`config.mk`:
```
export PLATFORM = sky130hd
export DESIGN_NAME = mux_arb_nto1
export DESIGN_NICKNAME = d
export VERILOG_FILES = /design/src/rtl/mux_arb_nto1_pkg.sv /design/src/rtl/mux_arb_nto1_rr_grant_n.sv /design/src/rtl/mux_arb_nto1.sv
export SDC_FILE = /design/constraint.sdc
export NUM_CORES = 1
export LEC_CHECK = 0
export CORE_AREA = 2 2 55 57
export CTS_CLUSTER_SIZE = 14
export DETAILED_ROUTE_END_ITERATION = 12
export DIE_AREA = 0 0 57 59
export PLACE_DENSITY = 0.83
export SLEW_MARGIN = 20
export SYNTH_ARGS = -nofsm -noshare
export SYNTH_HDL_FRONTEND = slang
export SYNTH_SLANG_ARGS = --single-unit
```
`constraint.sdc`:
```
create_clock -name Clk -period 4.2 [get_ports Clk]
set_input_delay 0.84 -clock Clk [delete_from_list [all_inputs] [get_ports Clk]]
set_output_delay 0.84 -clock Clk [all_outputs]
set_load 0.005 [all_outputs]
```
`src/rtl/mux_arb_nto1_pkg.sv`:
```
// Shared constants for the N-to-1 registered selector.
// Holds the Mode encodings and the EMPTY/FULL encoding of the output
// register. The top level and the round-robin encoder both import this package.
package mux_arb_nto1_pkg;

    localparam logic MODE_FIXED = 1'b0;
    localparam logic MODE_RR    = 1'b1;

    typedef enum logic {
        OUT_EMPTY = 1'b0,
        OUT_FULL  = 1'b1
    } out_state_e;

endpackage

```
`src/rtl/mux_arb_nto1_rr_grant_n.sv`:
```
// Round-robin priority encoder (module rr_grant_n).
// The encoder scans the channels in the order ptr, ptr+1, ... modulo N and
// grants the first channel that is valid.
//   valid : per-channel request
//   ptr   : channel with the highest priority this cycle
//   grant : one-hot grant, all zero when no channel is valid
//   idx   : index of the granted channel (0 when nothing is granted)
//   any   : at least one channel is granted
module rr_grant_n
    import mux_arb_nto1_pkg::*;
#(
    parameter int N    = 4,
    parameter int SELW = $clog2(N)
) (
    input  logic [N-1:0]    valid,
    input  logic [SELW-1:0] ptr,
    output logic [N-1:0]    grant,
    output logic [SELW-1:0] idx,
    output logic            any
);

    logic [SELW-1:0] ch;

    // N is a power of two, so SELW-bit addition wraps modulo N by itself.
    always_comb begin
        grant = '0;
        idx   = '0;
        any   = 1'b0;
        ch    = '0;
        for (int k = 0; k < N; k++) begin
            ch = ptr + SELW'(k);
            if (!any && valid[ch]) begin
                any       = 1'b1;
                idx       = ch;
                grant[ch] = 1'b1;
            end
        end
    end

endmodule

```
`src/rtl/mux_arb_nto1.sv`:
```
// N-input, WIDTH-bit registered selector with valid/ready on every channel.
// Mode=0 forwards the channel chosen by Sel. Mode=1 arbitrates between the
// valid channels in round-robin order. The output register adds one cycle of
// latency and sustains one word per cycle.
//   Clk, Reset        : rising-edge clock, synchronous active-high reset
//   InData/InValid    : N packed channels (channel i at [i*WIDTH +: WIDTH])
//   InReady           : combinational per-channel ready
//   Mode, Sel, Flush  : arbitration mode, fixed channel, clear of the output register
//   OutData/OutValid  : registered word and its valid flag
//   OutReady          : downstream accept
//   OutSel            : source channel of OutData
module mux_arb_nto1
    import mux_arb_nto1_pkg::*;
#(
    parameter int WIDTH = 4,
    parameter int N     = 4,
    localparam int SELW = $clog2(N)
) (
    input  logic                 Clk,
    input  logic                 Reset,
    input  logic [N*WIDTH-1:0]   InData,
    input  logic [N-1:0]         InValid,
    output logic [N-1:0]         InReady,
    input  logic                 Mode,
    input  logic [SELW-1:0]      Sel,
    input  logic                 Flush,
    output logic [WIDTH-1:0]     OutData,
    output logic                 OutValid,
    input  logic                 OutReady,
    output logic [SELW-1:0]      OutSel
);

    out_state_e       out_state_q, out_state_d;
    logic [WIDTH-1:0] out_data_q, out_data_d;
    logic [SELW-1:0]  out_sel_q, out_sel_d;
    logic [SELW-1:0]  ptr_q, ptr_d;

    logic [N-1:0]     rr_grant;
    logic [SELW-1:0]  rr_idx;
    logic             rr_any;

    logic [N-1:0]     fixed_grant;
    logic [N-1:0]     grant;
    logic [SELW-1:0]  g_idx;
    logic             g_any;
    logic             can_load;
    logic             load;
    logic [WIDTH-1:0] sel_word;

    rr_grant_n #(
        .N    (N),
        .SELW (SELW)
    ) u_rr_grant (
        .valid (InValid),
        .ptr   (ptr_q),
        .grant (rr_grant),
        .idx   (rr_idx),
        .any   (rr_any)
    );

    // Fixed mode grants Sel only, even when other channels are valid.
    always_comb begin
        fixed_grant      = '0;
        fixed_grant[Sel] = InValid[Sel];
    end

    // Select the active grant source. A word is loaded only when the register
    // can take it, and Flush or Reset suppresses the load.
    always_comb begin
        if (Mode == MODE_RR) begin
            grant = rr_grant;
            g_idx = rr_idx;
            g_any = rr_any;
        end else begin
            grant = fixed_grant;
            g_idx = Sel;
            g_any = InValid[Sel];
        end
        can_load = (out_state_q == OUT_EMPTY) || OutReady;
        load     = g_any && can_load && !Flush && !Reset;
        InReady  = grant & {N{can_load && !Flush && !Reset}};
    end

    always_comb begin
        sel_word = '0;
        for (int i = 0; i < N; i++) begin
            if (g_idx == SELW'(i)) begin
                sel_word = InData[i*WIDTH +: WIDTH];
            end
        end
    end

    // Next state of the output register. Flush wins over load. A load during an
    // output transfer keeps the register FULL. OutData and OutSel keep their
    // last value when the register empties.
    always_comb begin
        out_state_d = out_state_q;
        out_data_d  = out_data_q;
        out_sel_d   = out_sel_q;
        ptr_d       = ptr_q;
        if (Flush) begin
            out_state_d = OUT_EMPTY;
        end else if (load) begin
            out_state_d = OUT_FULL;
            out_data_d  = sel_word;
            out_sel_d   = g_idx;
            if (Mode == MODE_RR) begin
                ptr_d = g_idx + SELW'(1);
            end
        end else if (OutReady) begin
            out_state_d = OUT_EMPTY;
        end
    end

    // Register update with synchronous reset. Reset discards any held word.
    always_ff @(posedge Clk) begin
        if (Reset) begin
            out_state_q <= OUT_EMPTY;
            out_data_q  <= '0;
            out_sel_q   <= '0;
            ptr_q       <= '0;
        end else begin
            out_state_q <= out_state_d;
            out_data_q  <= out_data_d;
            out_sel_q   <= out_sel_d;
            ptr_q       <= ptr_d;
        end
    end

    assign OutValid = (out_state_q == OUT_FULL);
    assign OutData  = out_data_q;
    assign OutSel   = out_sel_q;

endmodule

```
=== After elaboration in Yosys (flattened, before gate mapping) ===
Cells that the tools add are included.

* Output and inout bits: 11
* Register bits: 9
* Bits of input ports: 27
* Word-level logic and storage cells: 93

* Multiplexer cells: 41
* $add $sub $neg: 4
* Reduce and logical (&&, ||, !) cells: 24
* Eq/ne operators: 3
* Bitwise gates (word level): 7
* Order comparisons: 10

{| class="wikitable"
|+ Operator list
! kind !! number
|-
| $mux 4 || 9
|-
| $mux 1 || 17
|-
| $lt 2x3->1 const B || 5
|-
| $logic_and 1x1->1 || 13
|-
| $or 4x4->4 || 3
|-
| $bmux 1 s2 || 5
|-
| $demux 1 s2 || 5
|-
| $ge 2x1->1 const B || 5
|-
| $mux 2 || 5
|-
| $and 4x4->4 || 2
|-
| $logic_not 1->1 || 5
|-
| $add 2x1->2 const B || 2
|-
| $add 2x2->2 const B || 2
|-
| $eq 2x2->1 const B || 2
|-
| $reduce_and 3->1 || 1
|-
| $eq 2x1->1 const B || 1
|-
| $logic_not 2->1 || 1
|-
| $not 1->1 || 2
|-
| $reduce_and 2->1 || 1
|-
| $reduce_bool 2->1 || 1
|-
| $reduce_or 2->1 || 1
|-
| $logic_or 1x1->1 || 1
|}

=== Logic depth before layout (Yosys ltp) ===
Gate-level depths: netlist of the first run.

* Depth in word-level cells: 18
* Depth in mapped cells: 15
* Depth with buffers taken out: 13

=== Cells and area by module ===
Synthesis of the first run repeated with hierarchy kept, for this count alone.

* Cell total of the unflattened synthesis: 134
* Area, all modules: 1153.6 um^2

{| class="wikitable"
|+ By module, submodules not included
! module !! area each (um^2) !! seq. area each (um^2) !! cells an instance !! times used
|-
| mux_arb_nto1 || 730.7 || 180.2 || 89 || 1
|-
| rr_grant_n || 422.9 || 0.0 || 45 || 1
|}

=== Worst setup path before layout of the first run ===
OpenSTA, ideal clock, no wires.

* Path kind: register to output
* From: register ptr_q[0]
* To: output InReady[0]
* Path slack: 0.948 ns
* Data arrival time: 2.412 ns
* Path buffers: 3
* Stages on the path, launching flop included: 11
* Required time: 3.360 ns
* Path through: dfxtp_1 -> buf_2 -> inv_1 -> ha_1 -> buf_4 -> mux2i_1 -> a32oi_1 -> o22ai_1 -> buf_2 -> nand3_1 -> a311oi_1

* Longest elaborated chain between the ends: 14
* Elaborated cells between the ends (all ways): 49
* Classes of those cells: add/sub (3); order compare (8); mux (24); bitwise (4); reduce/logical (10)

{| class="wikitable"
|+ Ends and longest elaborated chain
! what !! line !! text
|-
| start, declared || mux_arb_nto1.sv:36 || <nowiki>logic [SELW-1:0] ptr_q, ptr_d;</nowiki>
|-
| start signal, assigned || mux_arb_nto1.sv:126 || <nowiki>ptr_q <= ptr_d;</nowiki>
|-
| parallel branches: the longest is 11 deep, another holds $lt 2x3->1 || n/a ||
|-
| $mux 4 * || mux_arb_nto1_rr_grant_n.sv:32 || <nowiki>if (!any && valid[ch]) begin</nowiki>
|-
| $mux 4 * || mux_arb_nto1.sv:70 || <nowiki>if (Mode == MODE_RR) begin</nowiki>
|-
| $and 4x4->4 * || mux_arb_nto1.sv:81 || <nowiki>InReady = grant & {N{can_load && !Flush && !Reset}};</nowiki>
|-
| end, declared || mux_arb_nto1.sv:23 || <nowiki>output logic [N-1:0] InReady,</nowiki>
|}

Every way passes the cells marked *. The select of a mux whose other input is x is not followed.

=== Worst setup path after layout of the first run ===
* From: input InValid[1]
* To: output InReady[1]

* Longest elaborated chain between the ends: 14
* Elaborated cells between the ends (all ways): 29
* Classes of those cells: mux (18); bitwise (5); reduce/logical (6)

{| class="wikitable"
|+ Ends and longest elaborated chain
! what !! line !! text
|-
| start, declared || mux_arb_nto1.sv:22 || <nowiki>input logic [N-1:0] InValid,</nowiki>
|-
| $bmux 1 s2 || mux_arb_nto1_rr_grant_n.sv:32 ||
|-
| $mux 1 (not written as such) || mux_arb_nto1_rr_grant_n.sv:32 ||
|-
| $mux 1 || mux_arb_nto1_rr_grant_n.sv:32 ||
|-
| $logic_not 1->1 || mux_arb_nto1_rr_grant_n.sv:32 ||
|-
| $logic_and 1x1->1 || mux_arb_nto1_rr_grant_n.sv:32 ||
|-
| $mux 1 || mux_arb_nto1_rr_grant_n.sv:32 ||
|-
| $logic_not 1->1 || mux_arb_nto1_rr_grant_n.sv:32 ||
|-
| $logic_and 1x1->1 || mux_arb_nto1_rr_grant_n.sv:32 ||
|-
| $mux 1 || mux_arb_nto1_rr_grant_n.sv:32 ||
|-
| $logic_not 1->1 || mux_arb_nto1_rr_grant_n.sv:32 ||
|-
| $logic_and 1x1->1 || mux_arb_nto1_rr_grant_n.sv:32 ||
|-
| $mux 4 || mux_arb_nto1_rr_grant_n.sv:32 ||
|-
| $mux 4 * || mux_arb_nto1.sv:70 ||
|-
| $and 4x4->4 * || mux_arb_nto1.sv:81 ||
|}

Mark *: on every way between the ends. The rest lies on a longest branch, timed or not. The select of a mux whose other input is x is not followed.

==> run summary, run 1 <==
The flow ran to the end, and the final reports show no timing, DRC or antenna violations. The half-perimeter wire length after detailed placement came out at 2690 µm. After clock tree synthesis, the clock-pin slew on the worst setup and hold paths is ~0.06 ns. 38 I/O pins were placed.

The slowest stage of the critical path belongs to the cell sky130_fd_sc_hd__clkdlybuf4s50_1. The detailed-route vias per instance came out at between 5 and 6. The most used flip-flop cell after synthesis is sky130_fd_sc_hd__dfxtp_1. Setup repair after global routing left no endpoint under its margin. The row count is 19. The number of pins with negative max-slew slack in the final report is 0. Of the cells placed in the final design, the portion with a size suffix greater than 1 is 0.101. The number of nets handed over by synthesis was 190. The unique cell type count in the Yosys netlist came out at 44. The number of enable-type register cells in the synthesized netlist came out at 0. Summing every instance area after synthesis gives roughly 1200 µm².

The startpoint of the lowest-slack register-to-register path is ptr_q[0]. The cell depth of the worst hold path came out at 2. The number of warning messages in the yosys log is 0. The area share of and/or/nand/nor cells after synthesis is 0.239. Data on the critical path arrives at its endpoint at about 3.1 ns. The worst setup path is captured at a primary output.

The most numerous cell type found on the critical path is sky130_fd_sc_hd__clkdlybuf4s50_1. The startpoint identified for the worst hold timing path is OutData[3]. In this run the number of H-tree levels came out at 1. The final-layout setup total negative slack is 0 ns.

The largest fanout on the critical path is 8. The global routing stage identified its most utilized layer as met2. The setup-violating endpoint count in the final report is 0. Across all register-to-register paths, the minimum setup slack is ~0.73 ns.

The die footprint is approximately 3400 µm². The met1 global-route usage is 0.262. Buffers placed on the I/O ports in this run total 37. The fraction of the yosys area taken by sequential cells came out at 0.147.

The pin count of the biggest net entering global routing is 18. The die extent in y is between 50 and 60 µm. The final layout contains 228 nets. The number of antenna cells inserted is 0. The number of instances in the synthesized netlist is ~150. The final routed DRC violation total came out at 0. The area of the core is approximately 2700 µm². In the final routed layout, each cell accounts on average for between 15 and 20 µm. The first detailed-routing pass ran for 6 iterations. The global-route total usage across every layer is 0.216. The compound-gate portion of the synthesized area came out at 0.271. The min-delay analysis places its worst path in the category reg -> reg. Derived from the worst setup path, the maximum achievable clock frequency is 252 MHz. The worst-case clock buffer depth is 2.

The type of the setup path with the least slack is in -> out. The global route total overflow is 0. The filler cells instantiated in the layout total about 250. The number of hold violations in the final report came out at 0.

The initial antenna violation count came out at 0. The main combinational cell family by area after synthesis is compound AO/OA/AOI/OAI gates. The highest cell delay on the worst timing path is ~0.55 ns.

In this run the worst setup path begins at InValid[1]. The met3 layer usage reported by global route is 0.0371. The clock drives 9 sinks.

The combined buffer and inverter count along the critical path came out at 2. Wires add up to about 3400 µm. The clock period minus worst slack came out at 3.97 ns. The number of buffers created by CTS came out at 3. TritonCTS built the clock tree. Once detail routing completed, the nets flagged for antenna violations numbered 0.

The worst hold path terminates at OutData[3]. Relative to the synthesized area, the layout overhead comes to 35.6%. Traced cell by cell, the critical path runs through clkdlybuf4s50_1, mux4_2, nor2b_1, nand3_1, a311oi_1, clkdlybuf4s50_1. The area of combinational cells with multiple inputs is just under 1000 µm². The most frequent standard cell in the layout excluding fill and tap cells is sky130_fd_sc_hd__clkdlybuf4s50_1.

In this run the static leakage power is between 0.6 and 0.7 nW. From left edge to right edge, the die measures around 57 µm. The worst-case IR drop observed on VDD is between 0.00015 and 0.0002 V. The count of max-cap constraint violations came out at 0.

The number of global-route vias before repair is around 1300. The total number of vias came out at between 1000 and 1500. Of all flip-flops after synthesis, the portion carrying an async set or reset was 0. The area share of fa/ha/maj cells after synthesis came out at 0.112. The area taken by flip-flops and latches came out at 180 µm². The mean instance size in the synthesized netlist came out at 8.08 µm². The share of the core filled with cells came out at 0.615. The post-synthesis mux area share is 0.158.

Dividing the final minimum period by the clock period gives 0.946. The synthesized-area fraction occupied by xor and xnor cells came out at 0. For the worst setup path, the data required time is around 3.4 ns. The worst register-to-register path ends at OutData[3]. The ratio of total power to cell area came out at approximately 230 nW/µm². The nature of the critical path startpoint is an input port. The routability congestion estimate came out at 0.941.

The library cell used as clock root buffer is sky130_fd_sc_hd__clkbuf_4. The number of cells on the worst reg-to-reg path is 13. In the global route stage, met2 resource usage came out at 0.392. The library cells used most frequently in the layout, excluding fill and tap cells, are sky130_fd_sc_hd__clkdlybuf4s50_1 (34), sky130_fd_sc_hd__nor2_1 (12), sky130_fd_sc_hd__ha_1 (11), sky130_fd_sc_hd__nand3_1 (10), sky130_fd_sc_hd__dfxtp_1 (9).

The initial core utilization is 0.453. For this block, the initial DRC count from the detailed router was between 60 and 70. The later-pin clock latency in the skew report came out at 0.26 ns. The final setup skew came out at about 0.0023 ns. Among cell families on the critical path, the largest total delay comes from buffers and inverters. The register bit total from synthesis is 9. The worst relative slew slack came out at 0.598.

For the pin with the worst max-slew slack, the measured transition is about 0.6 ns. The first global-routing pass estimated 5810 µm of wire.
[sequential cells by signal, indices dropped and copies added (netlist names)]
| signal | flops |
|---|---|
| OutData | 4 |
| OutSel | 2 |
| ptr_q | 2 |
| OutValid | 1 |
[metrics by stage]
| step | instance area, µm² | total power, W | hold WS, ns | setup slack, ns | std cells |
|---|---|---|---|---|---|
| floorplan | 1230 | 0.000230 | 0.469 | 0.948 | 152 |
| global placement | 1620 | 0.000298 | 0.463 | 0.212 | 216 |
| detailed placement | 1620 | 0.000306 | 0.475 | 0.130 | 216 |
| CTS | 1650 | 0.000374 | 0.489 | 0.121 | 220 |
| global route | 1670 | 0.000405 | 0.528 | 0.0494 | 220 |
| finish | 1670 | 0.000375 | 0.487 | 0.226 | 220 |
[report_power, final]
group / total, W / internal (W) / switching (W)
clock: 0.0000670 / 0.0000366 / 0.0000304
sequential: 0.0000996 / 0.0000945 / 0.00000516
combinational: 0.000208 / 0.000103 / 0.000105
total: 0.000375 / 0.000234 / 0.000141
[cell families after synthesis]
group / after synthesis
AND/OR/NAND/NOR: 56
AO/OA/AOI/OAI: 43
buffers and inverters: 18
multiplexers: 15
adder cells (fa/ha/maj): 11
flip-flops: 9
[worst register-to-register path: cells and delay by family (launching register included)]
family,cells,cell delay (ns)
compound gates,4,0.84
fa+ha+maj,2,0.80
mux,3,0.78
simple gates,2,0.37
flops,1,0.34
buf+inv,2,0.27
[how the worst max path moves through the flow]
stage | endpoint | cells past startpoint
3_5_place_dp | InReady[1] | 8
4_1_cts | InReady[1] | 8
6_report | InReady[1] | 6
2_1_floorplan | InReady[0] | 10
3_3_place_gp | InReady[0] | 8
5_1_grt | InReady[3] | 9
[synth_stat cells (2+ instances only)]
| cell type | number | area [µm²] |
|---|---|---|
| sky130_fd_sc_hd__buf_6 | 2 | 22.5 |
| sky130_fd_sc_hd__o21ai_0 | 4 | 20.0 |
| sky130_fd_sc_hd__nand3_1 | 10 | 50.1 |
| sky130_fd_sc_hd__a221oi_1 | 6 | 52.6 |
| sky130_fd_sc_hd__mux4_2 | 3 | 67.6 |
| sky130_fd_sc_hd__buf_2 | 3 | 15.0 |
| sky130_fd_sc_hd__a41oi_1 | 2 | 17.5 |
| sky130_fd_sc_hd__clkbuf_1 | 3 | 11.3 |
| sky130_fd_sc_hd__a22oi_1 | 2 | 15.0 |
| sky130_fd_sc_hd__a21oi_1 | 6 | 30.0 |
| sky130_fd_sc_hd__nor2_1 | 12 | 45.0 |
| sky130_fd_sc_hd__dfxtp_1 | 9 | 180 |
| sky130_fd_sc_hd__inv_1 | 8 | 30.0 |
| sky130_fd_sc_hd__nor2b_1 | 7 | 43.8 |
| sky130_fd_sc_hd__nand2b_1 | 7 | 43.8 |
| sky130_fd_sc_hd__mux2i_1 | 7 | 70.1 |
| sky130_fd_sc_hd__nand2_1 | 8 | 30.0 |
| sky130_fd_sc_hd__a32oi_1 | 3 | 26.3 |
| sky130_fd_sc_hd__a311oi_1 | 3 | 26.3 |
| sky130_fd_sc_hd__a31oi_1 | 5 | 31.3 |
| sky130_fd_sc_hd__mux2_1 | 2 | 22.5 |
| sky130_fd_sc_hd__mux2_2 | 3 | 33.8 |
| sky130_fd_sc_hd__nand3b_1 | 3 | 22.5 |
| sky130_fd_sc_hd__nor3_1 | 3 | 15.0 |
| sky130_fd_sc_hd__and3b_1 | 2 | 17.5 |
| sky130_fd_sc_hd__ha_1 | 11 | 138 |
[timing repair]
item	in CTS	in global routing
gates resized for setup	0	5
endpoints found under the setup margin	0	3
endpoints found under the hold margin	0	0
buffers inserted	0	0
hold buffers	0	0
[layer usage]
layer	up-vias	wire length, µm
li1	654	-
met1	617	1440
met2	44	1700
met3	4	192
met4	0	29
met5	-	0
[cell type report]
| type | count | area share |
|---|---|---|
| multi-input cells | 125 | 0.581 |
| clock buffers | 4 | 0.0158 |
| repair buffers | 43 | 0.254 |
| flip-flops and latches | 9 | 0.108 |
| inverters | 8 | 0.0180 |
| well taps | 31 | 0.0233 |
No activity file was read; power rests on OpenSTA's default activity.
==> run 2: changes to the inputs <==
- CTS_CLUSTER_DIAMETER: default -> 200
==> results of run 2 <==
The final DEF is identical to that of run 1; final timing and power are the same.
